==> src/rtl/multicycle_control.sv <==
// +------------------------------------------------------------------------+
// | multicycle_control                                                     |
// | Multi-cycle FSM controller sequencing fetch/decode/exec/mem/writeback  |
// | for the 16-bit CPU. Optional macro CTRL_RETIRE_CNT_EN adds a           |
// | retired-instruction counter output instr_count.                        |
// | Revision: 1.0                                                          |
// +------------------------------------------------------------------------+
`default_nettype none

module multicycle_control #(
  parameter int OPCODE_W = 4,
  parameter int ALUOP_W  = 2,
  parameter int CNT_W    = 16
) (
  input  logic                clk,
  input  logic                rst_n,
  input  logic [OPCODE_W-1:0] opcode,
  input  logic                zero,
  input  logic                mem_ready,
  output logic                mem_req,
  output logic                memread,
  output logic                memwrite,
  output logic                ir_write,
  output logic                pc_write,
  output logic                jump,
  output logic                branch,
  output logic                regwrite,
  output logic                alusrc_imm,
  output logic [ALUOP_W-1:0]  aluop,
  output logic                halted,
  output logic                illegal
`ifdef CTRL_RETIRE_CNT_EN
  ,
  output logic [CNT_W-1:0]    instr_count
`endif
);

  localparam logic [OPCODE_W-1:0] c_op_lw   = OPCODE_W'(4);
  localparam logic [OPCODE_W-1:0] c_op_sw   = OPCODE_W'(5);
  localparam logic [OPCODE_W-1:0] c_op_beq  = OPCODE_W'(6);
  localparam logic [OPCODE_W-1:0] c_op_j    = OPCODE_W'(7);
  localparam logic [OPCODE_W-1:0] c_op_addi = OPCODE_W'(8);
  localparam logic [OPCODE_W-1:0] c_op_halt = OPCODE_W'(15);

  typedef enum logic [2:0] {
    S_FETCH  = 3'd0,
    S_DECODE = 3'd1,
    S_EXEC   = 3'd2,
    S_MEM    = 3'd3,
    S_WB     = 3'd4,
    S_HALTED = 3'd5,
    S_TRAP   = 3'd6
  } state_t;

  state_t              state_q, state_d;
  logic [OPCODE_W-1:0] op_q;
  logic                retire_w;

  if (OPCODE_W < 4 || ALUOP_W < 2 || CNT_W < 1) begin : g_param_check
    $error("multicycle_control: parameter below minimum width");
  end

  // Full-width compare so any set bit above bit 3 makes the opcode illegal.
  function automatic logic is_legal(input logic [OPCODE_W-1:0] op);
    return (op <= c_op_addi) || (op == c_op_halt);
  endfunction

  always_comb begin
    state_d = state_q;
    case (state_q)
      S_FETCH:  if (mem_ready) state_d = S_DECODE;
      S_DECODE: begin
        if (!is_legal(opcode))       state_d = S_TRAP;
        else if (opcode == c_op_halt) state_d = S_HALTED;
        else                          state_d = S_EXEC;
      end
      S_EXEC: begin
        if (op_q == c_op_lw || op_q == c_op_sw)      state_d = S_MEM;
        else if (op_q == c_op_beq || op_q == c_op_j) state_d = S_FETCH;
        else                                         state_d = S_WB;
      end
      S_MEM:    if (mem_ready) state_d = (op_q == c_op_lw) ? S_WB : S_FETCH;
      S_WB:     state_d = S_FETCH;
      S_HALTED: state_d = S_HALTED;
      S_TRAP:   state_d = S_TRAP;
      default:  state_d = S_FETCH;
    endcase
  end

  assign retire_w = (state_q == S_WB)
                 || (state_q == S_EXEC && (op_q == c_op_beq || op_q == c_op_j))
                 || (state_q == S_MEM && mem_ready && op_q == c_op_sw);

`ifdef CTRL_RETIRE_CNT_EN
  logic [CNT_W-1:0] cnt_q;
  logic [CNT_W-1:0] cnt_d;

  assign cnt_d       = retire_w ? cnt_q + CNT_W'(1) : cnt_q;
  assign instr_count = rst_n ? cnt_q : '0;
`endif

  always_ff @(posedge clk) begin
    if (!rst_n) begin
      state_q <= S_FETCH;
      op_q    <= '0;
`ifdef CTRL_RETIRE_CNT_EN
      cnt_q   <= '0;
`endif
    end else begin
      state_q <= state_d;
      if (state_q == S_DECODE) op_q <= opcode;
`ifdef CTRL_RETIRE_CNT_EN
      cnt_q   <= cnt_d;
`endif
    end
  end

  // Strobes are forced low for the whole reset cycle so an aborted access never fires.
  always_comb begin
    mem_req    = 1'b0;
    memread    = 1'b0;
    memwrite   = 1'b0;
    ir_write   = 1'b0;
    pc_write   = 1'b0;
    jump       = 1'b0;
    branch     = 1'b0;
    regwrite   = 1'b0;
    alusrc_imm = 1'b0;
    aluop      = '0;
    halted     = 1'b0;
    illegal    = 1'b0;
    if (rst_n) begin
      case (state_q)
        S_FETCH: begin
          mem_req  = 1'b1;
          memread  = 1'b1;
          ir_write = mem_ready;
          pc_write = mem_ready;
        end
        S_EXEC: begin
          if (op_q == c_op_beq) begin
            aluop    = ALUOP_W'(1);
            branch   = 1'b1;
            pc_write = zero;
          end else if (op_q == c_op_j) begin
            jump     = 1'b1;
            pc_write = 1'b1;
          end else if (op_q == c_op_lw || op_q == c_op_sw || op_q == c_op_addi) begin
            alusrc_imm = 1'b1;
          end else begin
            aluop = ALUOP_W'(op_q[1:0]);
          end
        end
        S_MEM: begin
          mem_req    = 1'b1;
          alusrc_imm = 1'b1;
          memread    = (op_q == c_op_lw);
          memwrite   = (op_q == c_op_sw);
        end
        S_WB:     regwrite = 1'b1;
        S_HALTED: halted   = 1'b1;
        S_TRAP:   illegal  = 1'b1;
        default:  ;
      endcase
    end
  end

endmodule

`default_nettype wire

==> config.mk <==
export PLATFORM = sky130hd
export DESIGN_NAME = multicycle_control
export DESIGN_NICKNAME = d
export VERILOG_FILES = /design/src/rtl/multicycle_control.sv
export SDC_FILE = /design/constraint.sdc
export NUM_CORES = 1
export LEC_CHECK = 0
export ABC_AREA = 0
export CAP_MARGIN = 40
export CORE_MARGIN = 4
export CORE_UTILIZATION = 43
export CTS_CLUSTER_DIAMETER = 30
export CTS_CLUSTER_SIZE = 10
export DETAILED_ROUTE_END_ITERATION = 8
export GPL_TIMING_DRIVEN = 0
export MAX_ROUTING_LAYER = met4
export PLACE_DENSITY_LB_ADDON = 0.15
export SYNTH_ARGS = -nofsm -noshare
export SYNTH_HDL_FRONTEND = slang
export SYNTH_SLANG_ARGS = --single-unit
==> constraint.sdc <==
create_clock -name clk -period 1.4 [get_ports clk]
set_input_delay 0.28 -clock clk [delete_from_list [all_inputs] [get_ports clk]]
set_output_delay 0.28 -clock clk [all_outputs]
set_load 0.01 [all_outputs]
==> impl_metrics.env <==
export IMPL_status="complete, but fails checks"
export IMPL_failed_checks="negative setup slack"
export IMPL_clkTransAtPathRegs_ns=0.05
export IMPL_grt_pass1_vias=701
export IMPL_yosysMostFrequentCell="nor2_1"
export IMPL_min_path_type="flip-flop to flip-flop"
export IMPL_r2r_end="state_q[0]"
export IMPL_placed_area_um2=821
export IMPL_first_pass_iters=4
export IMPL_wl_mm=2.41
export IMPL_gp_congestion=0.795
export IMPL_reg2reg_depth=7
export IMPL_fin_setup_tns_ns=-2.18
export IMPL_p_int_w=0.000727
export IMPL_fin_worst_skew_ns=0.00314
export IMPL_finalCritPeriodShare=1.21
export IMPL_fin_ws_ns=-0.293
export IMPL_die_w_um=45.1
export IMPL_synth_seq_cells=7
export IMPL_portBuffers=20
export IMPL_clock_sinks=7
export IMPL_critPathLaunchType="flip-flop"
export IMPL_synth_area_um2=592
export IMPL_max_vdd_ir_drop_mv=1.05
export IMPL_clkPwrFrac=0.151
export IMPL_cts_tree="done"
export IMPL_slew_headroom=0.793
export IMPL_met2_length_mm=1.23
export IMPL_synth_adder_area_share=0
export IMPL_worstMarginPinSlew_ns=0.308
export IMPL_slowest_delay_ns=0.38
export IMPL_synth_area_per_cell_um2=7.69
export IMPL_async_flop_share=0
export IMPL_cp_cell_sequence="or3b_1, a21oi_2, nor2_1, nor3_2, buf_2"
export IMPL_crit_type="flip-flop to output port"
export IMPL_viasPerCell=5.74
export IMPL_cts_buffers=3
export IMPL_dp_hpwl_mm=1.16
export IMPL_sw_frac_of_total=0.379
export IMPL_leakage_nw=0.483
export IMPL_path_buf_inv=1
export IMPL_yosys_top_cells_area="dfxtp_1 24%, nor2_1 6.3%, nor3b_4 6.3%"
export IMPL_rsz0062_at_grt="true"
export IMPL_track_usage=0.219
export IMPL_drv_slew=0
export IMPL_synth_top_area_share=0.237
export IMPL_crit_fanout=8
export IMPL_grt_overflow=0
export IMPL_grt_max_degree=11
export IMPL_ys_types=36
export IMPL_wl_met1_mm=1.00
export IMPL_worstPathArrival_ns=1.41
export IMPL_synth_flop_cell="dfxtp_1"
export IMPL_cts_htree_levels=1
export IMPL_worst_r2r_startpoint="state_q[0]"
export IMPL_antenna_found_initial=0
export IMPL_min_to="op_q[2]"
export IMPL_cp_required_ns=1.12
export IMPL_synth_compound_area_frac=0.199
export IMPL_cts_root_buf="clkbuf_4"
export IMPL_grt_pass1_wl_mm=3.26
export IMPL_vias=775
export IMPL_clk_path_buf_depth=2
export IMPL_r2r_slack_ns=0.07
export IMPL_rows=13
export IMPL_cellPowerDensity_mw_per_mm2=1020
export IMPL_synth_top_family_by_area="simple AND/OR/NAND/NOR gates"
export IMPL_synth_xor_area_frac=0.0148
export IMPL_die_area_mm2=0.00203
export IMPL_nets=129
export IMPL_final_fill_count=68
export IMPL_synth_yosys_seq_area_share=0.237
export IMPL_p_sw_w=0.000444
export IMPL_start_util=0.455
export IMPL_crit_slowest_cell="dfxtp_4"
export IMPL_synth_top_area_cell="dfxtp_1"
export IMPL_synthSimpleGateAreaFrac=0.446
export IMPL_antenna_left=0
export IMPL_setup_viol=13
export IMPL_clk_latency_ns=0.24
export IMPL_final_hold_viol_count=0
export IMPL_drt_first_iter_violations=16
export IMPL_stdcell_area_mm2=0.00115
export IMPL_diodes=0
export IMPL_whs_path_depth=2
export IMPL_syn2layout_area_growth_pct=94.5
export IMPL_highest_layer="met4"
export IMPL_synthMuxAreaShare=0.0507
export IMPL_fin_crit_ns=1.69
export IMPL_cpLargestDelayFamily="simple AND/OR/NAND/NOR gates"
export IMPL_max_cap_violations=0
export IMPL_fmax_mhz=591
export IMPL_hp_start="op_q[2]"
export IMPL_core_area_mm2=0.00130
export IMPL_synth_edf_count=0
export IMPL_synth_nets=85
export IMPL_ios=21
export IMPL_wl_met3_um=124
export IMPL_synth_common_cells="10 x nor2_1, 8 x nand2_1, 7 x dfxtp_1"
export IMPL_p_seq_frac=0.255
export IMPL_synth_cells=77
export IMPL_ys_warn_count=0
export IMPL_comb_power_share=0.594
export IMPL_route_detailed_drc=0
export IMPL_die_height_um=45.1
export IMPL_avgRoutedWirePerCell_um=17.9
export IMPL_drive_above_1_share=0.617
export IMPL_worstSetupEndpointType="output port"
==> layout make-up <==
class                      count  area, um2  area share
buffer                         4       60.1      0.0522
clock buffer                   4       26.3      0.0228
inverter                       2       10.0     0.00870
multi-input combinational     63        561       0.487
sequential                     7        164       0.142
tap                           15       18.8      0.0163
timing repair buffer          40        312       0.271
==> timing repair <==
item | in CTS | in global routing
pin swaps | 15 | 9
resized for setup | 90 | 21
hold buffers | 0 | 0
setup buffers | 13 | 8
endpoints found under the setup margin | 13 | 14
cloned | 0 | 0
==> metal layers <==
metal  vias up  track usage
li1        364            -
met2        32        0.390
met1       375        0.274
met3         4       0.0120
met4         0       0.0351
met5         -            -
==> worst reg2reg max path, stage by stage (launching register included) <==
cell	delay, ns
dfxtp_4	0.35
buf_8	0.13
nor3b_4	0.23
buf_4	0.14
buf_4	0.10
buf_4	0.10
a22oi_1	0.08
o21ai_1	0.13
==> power by group through the flow <==
stage | registers, W | logic [W] | clock network (W)
final | 0.000299 | 0.000695 | 0.000176
after global routing | 0.000303 | 0.000737 | 0.000190
after CTS | 0.000293 | 0.000519 | 0.000180
after detailed placement | 0.000273 | 0.000375 | 0
after global placement | 0.000272 | 0.000372 | 0
after floorplan | 0.000265 | 0.000264 | 0
==> registers in the layout, summed over array words and instances (netlist names) <==
| signal | count |
|---|---|
| op_q | 4 |
| state_q | 3 |
==> kinds of logic after synthesis <==
| kind of cell | after synthesis |
|---|---|
| xor gates and xnor gates | 1 |
| DFF | 7 |
| and+or+nand+nor | 42 |
| buffers and inverters | 7 |
| muxes | 3 |
| AOI/OAI and AO/OA | 17 |
==> cell usage in the layout (no fill, tap or decap), drive strengths merged, types with 2 or more instances in the layout <==
master         count
nor3               3
clkbuf             5
clkdlybuf4s50      6
dfxtp              7
mux2i              3
o21ai              6
a21oi              3
nand2b             4
nor2              10
inv                2
nand2              8
buf               36
nor2b              4
o22a               2
nor3b              4
==> worst max path at each step <==
stage	from	endpoint	cells past startpoint
finish	op_q[0]	alusrc_imm	5
floorplan	op_q[0]	alusrc_imm	5
CTS	op_q[3]	aluop[0]	5
global route	op_q[3]	alusrc_imm	5
detailed placement	rst_n	branch	5
global placement	rst_n	branch	5
==> through the flow <==
stage	setup WS [ns]	power [W]	std cells	utilization	hold slack, ns
2_1_floorplan	-0.0128	0.000529	77	-	0.439
3_5_place_dp	-0.881	0.000648	112	0.631	0.565
5_1_grt	-0.373	0.00123	135	0.885	0.607
6_report	-0.293	0.00117	135	0.885	0.582
4_1_cts	-0.296	0.000992	128	0.772	0.553
3_3_place_gp	-0.871	0.000644	112	0.631	0.550
No activity file was read; power rests on OpenSTA's default activity.
